### src/rtl/temporizador_pkg.sv
// Shared types and constants for the temporizador_param timer.
package temporizador_pkg;
    typedef enum logic [1:0] {
        IDLE = 2'd0,
        RUN  = 2'd1,
        DONE = 2'd2
    } estado_t;

    localparam int DEFAULT_WIDTH = 4;
    localparam int DEFAULT_LIMIT = 10;
    localparam int WRAP_CNT_W    = 8;
endpackage

### src/rtl/temporizador_contador_carga.sv
// Up-counter with synchronous clear, increment enable and terminal-count compare.
module contador_carga #(
    parameter int WIDTH = 4
) (
    input  logic             i_clk,
    input  logic             i_clr,
    input  logic             i_inc,
    input  logic [WIDTH-1:0] i_lim,
    output logic [WIDTH-1:0] o_cont,
    output logic             o_tc
);
    logic [WIDTH-1:0] r_cont;

    always_ff @(posedge i_clk) begin
        if (i_clr) begin
            r_cont <= '0;
        end else if (i_inc) begin
            r_cont <= r_cont + WIDTH'(1);
        end
    end

    assign o_cont = r_cont;
    assign o_tc   = (r_cont == i_lim);
endmodule

### src/rtl/temporizador_param.sv
// Terminal-count timer with one-shot/auto-reload modes and start/stop control.
// Optional TEMPORIZADOR_WRAP_CNT_EN adds a saturating terminal-count counter output.
//
// state | meaning
// IDLE  | stopped, count cleared
// RUN   | counting enabled cycles toward r_lim
// DONE  | one-shot finished, count held at r_lim
module temporizador_param #(
    parameter int WIDTH         = temporizador_pkg::DEFAULT_WIDTH,
    parameter int DEFAULT_LIMIT = temporizador_pkg::DEFAULT_LIMIT
) (
    input  logic             i_clk,
    input  logic             i_rst,
    input  logic             i_en,
    input  logic             i_start,
    input  logic             i_stop,
    input  logic [WIDTH-1:0] i_limit,
    input  logic             i_auto_reload,
    output logic [WIDTH-1:0] o_cont,
    output logic             o_busy,
`ifdef TEMPORIZADOR_WRAP_CNT_EN
    output logic [7:0]       o_wrap_cnt,
`endif
    output logic             o_saida
);
    import temporizador_pkg::*;

    estado_t          r_state;
    logic [WIDTH-1:0] r_lim;
    logic             r_ar;
    logic             r_busy;
    logic             r_saida;

    logic             w_tc;
    logic             w_tc_run;
    logic             w_clr;
    logic             w_inc;

    // A terminal count only matters on an enabled RUN cycle.
    assign w_tc_run = (r_state == RUN) && i_en && w_tc;
    assign w_clr    = i_rst || i_stop || i_start || (w_tc_run && r_ar);
    assign w_inc    = (r_state == RUN) && i_en && !w_tc;

    contador_carga #(.WIDTH(WIDTH)) u_contador (
        .i_clk  (i_clk),
        .i_clr  (w_clr),
        .i_inc  (w_inc),
        .i_lim  (r_lim),
        .o_cont (o_cont),
        .o_tc   (w_tc)
    );

    always_ff @(posedge i_clk) begin
        if (i_rst) begin
            r_state <= IDLE;
            r_lim   <= WIDTH'(DEFAULT_LIMIT);
            r_ar    <= 1'b0;
            r_busy  <= 1'b0;
            r_saida <= 1'b0;
        end else begin
            r_saida <= 1'b0;
            if (i_stop) begin
                r_state <= IDLE;
                r_busy  <= 1'b0;
            end else if (i_start) begin
                r_lim   <= i_limit;
                r_ar    <= i_auto_reload;
                r_state <= RUN;
                r_busy  <= 1'b1;
                // A restart landing on tc still reports the finished period.
                r_saida <= w_tc_run;
            end else begin
                case (r_state)
                    RUN: begin
                        if (w_tc_run) begin
                            r_saida <= 1'b1;
                            if (!r_ar) begin
                                r_state <= DONE;
                                r_busy  <= 1'b0;
                            end
                        end
                    end
                    DONE:    r_busy <= 1'b0;
                    default: begin
                        r_state <= IDLE;
                        r_busy  <= 1'b0;
                    end
                endcase
            end
        end
    end

    assign o_busy  = r_busy;
    assign o_saida = r_saida;

`ifdef TEMPORIZADOR_WRAP_CNT_EN
    logic [WRAP_CNT_W-1:0] r_wrap_cnt;

    always_ff @(posedge i_clk) begin
        if (i_rst || i_stop || i_start) begin
            r_wrap_cnt <= '0;
        end else if (w_tc_run && (r_wrap_cnt != '1)) begin
            r_wrap_cnt <= r_wrap_cnt + WRAP_CNT_W'(1);
        end
    end

    assign o_wrap_cnt = r_wrap_cnt;
`endif
endmodule
### config.mk
export PLATFORM = sky130hd
export DESIGN_NAME = temporizador_param
export DESIGN_NICKNAME = d
export VERILOG_FILES = /design/src/rtl/temporizador_pkg.sv /design/src/rtl/temporizador_contador_carga.sv /design/src/rtl/temporizador_param.sv
export SDC_FILE = /design/constraint.sdc
export NUM_CORES = 1
export LEC_CHECK = 0
export BUFFER_PORTS_ARGS = -buffer_cell sky130_fd_sc_hd__buf_2
export CAP_MARGIN = 20
export CORE_AREA = 4 4 41 43
export DETAILED_ROUTE_END_ITERATION = 10
export DIE_AREA = 0 0 45 47
export PLACE_DENSITY = 0.68
export SETUP_SLACK_MARGIN = 0.15
export SLEW_MARGIN = 20
export SYNTH_ARGS = -nofsm -noshare
export SYNTH_HDL_FRONTEND = slang
export SYNTH_SLANG_ARGS = --single-unit
### constraint.sdc
create_clock -name i_clk -period 2.4 [get_ports i_clk]
set_input_delay 0.24 -clock i_clk [delete_from_list [all_inputs] [get_ports i_clk]]
set_output_delay 0.24 -clock i_clk [all_outputs]
set_load 0.1 [all_outputs]
==> out/qor.json, run 1 <==
{
  "worst_pin_slew_ps": 589,
  "post_route_cells_drive_above_1_share_pct": 25.3,
  "crit_family": "simple AND/OR/NAND/NOR gates",
  "rsz0062_at_grt": "false",
  "detail_route.iter0.violations": 5,
  "via_per_inst": 5.33,
  "critical_path_required_ps": 2600,
  "finalCriticalPeriod_ps": 1560,
  "floorplan.initialDensity_pct": 48.2,
  "via_count": 522,
  "criticalPathCategory": "flip-flop to flip-flop",
  "critical_path.max_stage_delay_ps": 460,
  "power.static_leakage_nw": 0.297,
  "grt_start_max_net_pins": 12,
  "grt_pass1_wl_um": 2060,
  "setup_slack_ps": 842,
  "hold_viol": 0,
  "floorplan.core_area_um2": 1300,
  "final.setup_skew_ps": 2.66,
  "vdd_drop_max_mv": 0.339,
  "synthesis_warnings": 0,
  "final_critical_path_share_of_the_clock_period_pct": 64.9,
  "cts_hold_buf": 0,
  "worst_slew_margin_rel_pct": 60.6,
  "first_pass_iters": 2,
  "remaining_drc_errors": 0,
  "dp_hpwl_um": 901,
  "antenna_cells": 0,
  "setup-violations-final": 0,
  "pre_cts_ws_ps": 845,
  "result_of_the_run": "finished, final reports clean",
  "clock_sinks": 13,
  "netlist-cell-type-count": 28,
  "crit_path_end_kind": "flip-flop",
  "design.die.area_um2": 2120,
  "synth_seq_area_share_pct": 41.5,
  "cts.repair.resized": 0,
  "die_height_um": 47,
  "max_cap_violations": 0,
  "numCtsBuffers": 3,
  "critPathMaxFanout": 11,
  "yosys.area.top_type_share_pct": 41.5,
  "achievable-frequency_mhz": 642,
  "cp_buf_inv_count": 1,
  "worstSetupStartpointType": "flip-flop",
  "routed_wl_um": 1250,
  "cts.htree.levels": 1,
  "top_cells_by_area_in_the_synthesized_netlist": "dfxtp_1 (42%), nand3b_1 (6.0%), xor2_1 (5.6%), mux2i_1 (4.8%), a31oi_1 (4.0%)",
  "later_pin_clock_latency_in_the_skew_report_ps": 270,
  "timing.setup.tns_ps": 0,
  "die_w_um": 45,
  "syn-num-nets": 77,
  "ordered_cell_list_for_the_critical_path": "xor2_1, nor4_1, buf_4, or3b_2, a31oi_1",
  "antenna_found_initial": 0,
  "synth-seq-cells": 13,
  "buffer_ports.inserted": 15,
  "dpl-instance-area_um2": 709,
  "tritoncts": "yes",
  "ctsLongestPathBuffers": 2,
  "ant_nets_after_route": 0,
  "areaGrowthSynthToFinish_pct": 17.4,
  "gr-usage-all-layers_pct": 13.5,
  "grt_overflow_total": 0,
  "layout.nets": 95,
  "holdCritPathClass": "input port to flip-flop",
  "power-per-cell-area_nw_per_um2": 545,
  "cp_slowest_cell": "dfxtp_1",
  "wl_per_cell_um": 12.7,
  "first_global_vias": 491,
  "synth.avg_cell_area_um2": 9.50,
  "design.portCount": 16,
  "post_cts_buffers": 0,
  "synth_top_cell_by_area": "dfxtp_1",
  "mappedNetlistArea_um2": 627,
  "layout.cell_area.non_filler_um2": 736,
  "clock-root-buffer": "clkbuf_4",
  "place.gp.congestion": 0.718,
  "rows": 13,
  "syn_inst": 66,
  "cp.arrival_ps": 1760,
  "path_clk_slew_ps": 80,
  "finalMaxSlewViolations": 0
}
worst paths after layout:
kind	startpoint	end	slack [ps]	depth (start not counted)
max reg2reg	u_contador.o_cont[0]	u_contador.o_cont[1]	840	5
max	u_contador.o_cont[0]	u_contador.o_cont[1]	840	5
min reg2reg	o_busy	o_busy	500	1
min	i_limit[3]	r_lim[3]	170	2
state kept, by name (all words and copies together) (netlist names):
signal / count
u_contador.o_cont: 4
r_ar: 1
o_saida: 1
o_busy: 1
r_state: 2
r_lim: 4
per-layer routing:
layer	wire [um]	part of all wire (%)	GRT usage, %
met1	635	51	18.1
met2	545	44	20.1
met3	50	4.0	2.30
met4	13	1.0	8.77
met5	0	0	0
cell usage in the layout (no fill, tap or decap), types with 2 or more instances in the layout:
| cell type | count |
|---|---|
| nand3b_1 | 5 |
| a31oi_1 | 4 |
| xor2_1 | 4 |
| mux2i_1 | 3 |
| or3_1 | 3 |
| buf_2 | 15 |
| nand2_1 | 5 |
| nor2_1 | 4 |
| clkbuf_4 | 3 |
| nor4b_1 | 2 |
| a211o_1 | 2 |
| nor2b_1 | 4 |
| dfxtp_1 | 13 |
cells in the mapped netlist, drive strengths merged:
cell / number
nand4b: 1
mux2i: 3
nor3b: 1
or3: 3
a22o: 1
nor2: 4
nand2: 6
nor4b: 2
nand2b: 1
and2b: 1
or3b: 1
nor2b: 4
nand3b: 5
buf: 2
nor4: 1
a21o: 1
dfxtp: 13
a211o: 2
a32o: 1
nand3: 1
a21oi: 1
ha: 1
o21bai: 1
clkbuf: 1
xor2: 4
a31oi: 4
power by group:
| group | switching (mW) | leakage [nW] | internal (mW) |
|---|---|---|---|
| combinational | 0.0238 | 0.176 | 0.0186 |
| clock | 0.0669 | 0.0150 | 0.0643 |
| sequential | 0.00526 | 0.106 | 0.222 |
| total | 0.0959 | 0.297 | 0.305 |
stage by stage:
step | power [mW] | util, % | hold slack, ps | cells
final | 0.401 | 56.5 | 166 | 98
after global routing | 0.421 | 56.5 | 168 | 98
after CTS | 0.407 | 56.5 | 161 | 98
after detailed placement | 0.275 | 54.5 | 445 | 94
after global placement | 0.274 | 54.5 | 441 | 94
after floorplan | 0.261 | - | 317 | 66
area by class of cell:
cell class	instances	area, um^2
fillers	133	566
multi-input cells	50	348
flip-flops and latches	13	260
repair buffers	16	82.6
clock buffers	4	26.3
well taps	15	18.8
kinds of logic after synthesis:
| group | count (synthesis) | share of synthesized area [%] |
|---|---|---|
| simple gates | 31 | 30.1 |
| flops | 13 | 41.5 |
| compound gates | 11 | 13.0 |
| xor+xnor | 4 | 5.59 |
| buf+inv | 3 | 2.99 |
| mux | 3 | 4.79 |
| fa+ha+maj | 1 | 2.00 |
Power figures use the tool's default switching activity.
==> inputs of run 2 (changes only) <==
--- a/config.mk
+++ b/config.mk
@@ -7,10 +7,10 @@
 export LEC_CHECK = 0
 export BUFFER_PORTS_ARGS = -buffer_cell sky130_fd_sc_hd__buf_2
 export CAP_MARGIN = 20
-export CORE_AREA = 4 4 41 43
+export CORE_MARGIN = 4
+export CORE_UTILIZATION = 44
 export DETAILED_ROUTE_END_ITERATION = 10
-export DIE_AREA = 0 0 45 47
-export PLACE_DENSITY = 0.68
+export PLACE_DENSITY = 0.67
 export SETUP_SLACK_MARGIN = 0.15
 export SLEW_MARGIN = 20
 export SYNTH_ARGS = -nofsm -noshare
==> constraint.sdc (replaced) <==
create_clock -name i_clk -period 1.27 [get_ports i_clk]
set_input_delay 0.127 -clock i_clk [delete_from_list [all_inputs] [get_ports i_clk]]
set_output_delay 0.127 -clock i_clk [all_outputs]
set_load 0.1 [all_outputs]
==> run 2 against run 1 <==
- the run now ends with setup timing left
- sequential share of layout area decreased by 7.8 points
- global-route usage is 3.3 points higher
- cell area increased by 38%
- non-clock buffer count rose by 15
- register-to-register slack worse by 1100 ps
- hold slack got worse by 110 ps
- maximum frequency rose by 4.9%
- cell count rose by 15%
- first-iteration DRC count grew 120%
- largest cell class unchanged
==> out/qor.json, run 2 (synthesis gave the netlist of run 1 again) <==
{
  "later_pin_clock_latency_in_the_skew_report": {"value": 270, "unit": "ps", "change": "about the same"},
  "power-per-cell-area": {"value": 770, "unit": "nW/um^2", "change": "was 545 nW/um^2"},
  "rrSetupSlack": {"value": -220, "unit": "ps", "change": "was 840 ps"},
  "ctsLongestPathBuffers": {"value": 2, "change": "unchanged"},
  "pre_cts_ws": {"value": -140, "unit": "ps", "change": "was 845 ps"},
  "floorplan.core_area": {"value": 1320, "unit": "um^2", "change": "was 1300 um^2"},
  "dp_hpwl": {"value": 1030, "unit": "um", "change": "was 901 um"},
  "finalMaxSlewViolations": {"value": 0, "change": "unchanged"},
  "design.die.area": {"value": 2090, "unit": "um^2", "change": "was 2120 um^2"},
  "timing.setup.tns": {"value": -1030, "unit": "ps", "change": "was 0 ps"},
  "critical_path_required": {"value": 1450, "unit": "ps", "change": "was 2600 ps"},
  "final.hold.worst_slack": {"value": 56.9, "unit": "ps", "change": "was 166 ps"},
  "layout.nets": {"value": 110, "change": "was 95"},
  "numPlacedInstances": {"value": 106, "change": "was 94"},
  "ant_nets_after_route": {"value": 0, "change": "unchanged"},
  "clock_sinks": {"value": 13, "change": "unchanged"},
  "first_global_vias": {"value": 600, "change": "was 491"},
  "antenna_found_initial": {"value": 0, "change": "unchanged"},
  "buffer_ports.inserted": {"value": 15, "change": "unchanged"},
  "final_critical_path_share_of_the_clock_period": {"value": 117, "unit": "%", "change": "was 64.9%"},
  "rr_endpoint": {"value": "u_contador.o_cont[0]", "change": "was u_contador.o_cont[1]"},
  "gr-usage-all-layers": {"value": 16.8, "unit": "%", "change": "was 13.5%"},
  "cts_hold_buf": {"value": 0, "change": "unchanged"},
  "rows": {"value": 13, "change": "unchanged"},
  "power.static_leakage": {"value": 0.394, "unit": "nW", "change": "was 0.297 nW"},
  "rr_startpoint": {"value": "u_contador.o_cont[1]", "change": "was u_contador.o_cont[0]"},
  "criticalPathCategory": {"value": "flip-flop to flip-flop", "change": "unchanged"},
  "finalCriticalPeriod": {"value": 1490, "unit": "ps", "change": "was 1560 ps"},
  "antenna_cells": {"value": 0, "change": "unchanged"},
  "first_pass_iters": {"value": 4, "change": "was 2"},
  "areaGrowthSynthToFinish": {"value": 62.1, "unit": "%", "change": "was 17.4%"},
  "critPathMaxFanout": {"value": 5, "change": "was 11"},
  "layout.cell_area.non_filler": {"value": 1020, "unit": "um^2", "change": "was 736 um^2"},
  "dpl-instance-area": {"value": 887, "unit": "um^2", "change": "was 709 um^2"},
  "place.gp.congestion": {"value": 0.728, "change": "was 0.718"},
  "layout.core_utilization": {"value": 77.1, "unit": "%", "change": "was 56.5%"},
  "reg2reg_depth": {"value": 5, "change": "unchanged"},
  "vdd_drop_max": {"value": 0.678, "unit": "mV", "change": "was 0.339 mV"},
  "tritoncts": {"value": "yes", "change": "unchanged"},
  "wl_per_cell": {"value": 15.4, "unit": "um", "change": "was 12.7 um"},
  "fillerInstances": {"value": 79, "change": "was 133"},
  "post_route_cells_drive_above_1_share": {"value": 54.1, "unit": "%", "change": "was 25.3%"},
  "report.power.total": {"value": 0.782, "unit": "mW", "change": "was 0.401 mW"},
  "worstHoldStart": {"value": "i_limit[1]", "change": "was i_limit[3]"},
  "achievable-frequency": {"value": 673, "unit": "MHz", "change": "was 642 MHz"},
  "die_w": {"value": 45.7, "unit": "um", "change": "was 45 um"},
  "layoutNonFillerInstCount": {"value": 113, "change": "was 98"},
  "max_cap_violations": {"value": 0, "change": "unchanged"},
  "cts.htree.levels": {"value": 1, "change": "unchanged"},
  "remaining_drc_errors": {"value": 0, "change": "unchanged"},
  "path_clk_slew": {"value": 80, "unit": "ps", "change": "about the same"},
  "violated_checks": "setup timing",
  "grt_start_max_net_pins": {"value": 10, "change": "was 12"},
  "final.setup_skew": {"value": 3.34, "unit": "ps", "change": "was 2.66 ps"},
  "holdCritPathClass": {"value": "input port to flip-flop", "change": "unchanged"},
  "worstSetupStartpointType": {"value": "flip-flop", "change": "unchanged"},
  "cp.arrival": {"value": 1670, "unit": "ps", "change": "was 1760 ps"},
  "worst_hold_path.num_cells": {"value": 2, "change": "unchanged"},
  "clock-root-buffer": {"value": "clkbuf_4", "change": "unchanged"},
  "grt_pass1_wl": {"value": 2570, "unit": "um", "change": "was 2060 um"},
  "leading_cell_type_in_the_layout_fill_and_taps_excluded": {"value": "buf_4", "change": "was buf_2"},
  "grt_overflow_total": {"value": 0, "change": "unchanged"},
  "numCtsBuffers": {"value": 3, "change": "unchanged"},
  "hold_viol": {"value": 0, "change": "unchanged"},
  "layout_common_cells": {"value": "buf_4 (14), buf_2 (9), nand3b_1 (5), nand2_1 (5), dfxtp_1 (5)", "change": "was buf_2 (15), dfxtp_1 (13), nand3b_1 (5), nand2_1 (5)"},
  "worstHoldEndpoint": {"value": "r_lim[1]", "change": "was r_lim[3]"},
  "die_height": {"value": 45.7, "unit": "um", "change": "was 47 um"},
  "via_count": {"value": 649, "change": "was 522"},
  "rsz0062_at_grt": {"value": "true", "change": "was false"},
  "worst_slew_margin_rel": {"value": 64.1, "unit": "%", "change": "was 60.6%"},
  "crit_path_end_kind": {"value": "flip-flop", "change": "unchanged"},
  "worst_pin_slew": {"value": 530, "unit": "ps", "change": "was 589 ps"},
  "design.portCount": {"value": 16, "change": "unchanged"},
  "result_of_the_run": {"value": "finished with violations", "change": "was finished, final reports clean"},
  "setup-violations-final": {"value": 8, "change": "was 0"},
  "floorplan.initialDensity": {"value": 47.6, "unit": "%", "change": "was 48.2%"},
  "via_per_inst": {"value": 5.74, "change": "was 5.33"},
  "detail_route.iter0.violations": {"value": 11, "change": "was 5"},
  "routed_wl": {"value": 1750, "unit": "um", "change": "was 1250 um"},
  "setup_slack": {"value": -216, "unit": "ps", "change": "was 842 ps"}
}
-- run 2: area by class of cell --
type                       instances  area, um^2  area share [%]
clock buffer                       4        26.3            2.59
multi-input combinational         50         419            41.3
sequential                        13         280            27.6
tap                               15        18.8            1.85
timing repair buffer              31         272            26.7
-- run 2: worst max-delay path: stages (launching register included) --
cell and delay [ps]:
dfxtp_4 370, xor2_2 140, nor4_2 320, buf_4 200
nand3b_1 140, a31oi_4 230
-- run 2: per-layer routing --
layer	up-vias	routed length (um)	share of wire [%]	global-route usage (%)
li1	301	-	-	-
met2	23	887	51	27.3
met4	0	13	0.74	5.11
met1	323	704	40	22.1
met3	2	140	8.0	3.56
met5	-	0	0	0
-- run 2: timing repair --
| action | in CTS | in global routing |
|---|---|---|
| buffers inserted | 2 | 0 |
| setup endpoints to repair | 10 | 10 |
| gates resized for setup | 11 | 8 |
| pin swaps | 3 | 10 |
| cloned | 1 | 0 |
-- run 2: worst max path at each step --
stage                         start                    to  slack, ps  cells past startpoint
2_1_floorplan  u_contador.o_cont[3]                o_busy       -260                      5
3_3_place_gp   u_contador.o_cont[0]  u_contador.o_cont[1]       -130                      4
3_5_place_dp   u_contador.o_cont[3]                o_busy       -140                      5
4_1_cts        u_contador.o_cont[0]  u_contador.o_cont[0]       -150                      6
5_1_grt        u_contador.o_cont[1]  u_contador.o_cont[0]       -270                      5
6_report       u_contador.o_cont[1]  u_contador.o_cont[0]       -220                      5
-- run 2: power breakdown --
group	total, mW	internal, mW	switching [mW]
logic	0.109	0.0529	0.0562
registers	0.425	0.413	0.0116
clock network	0.248	0.121	0.127
total	0.782	0.587	0.195
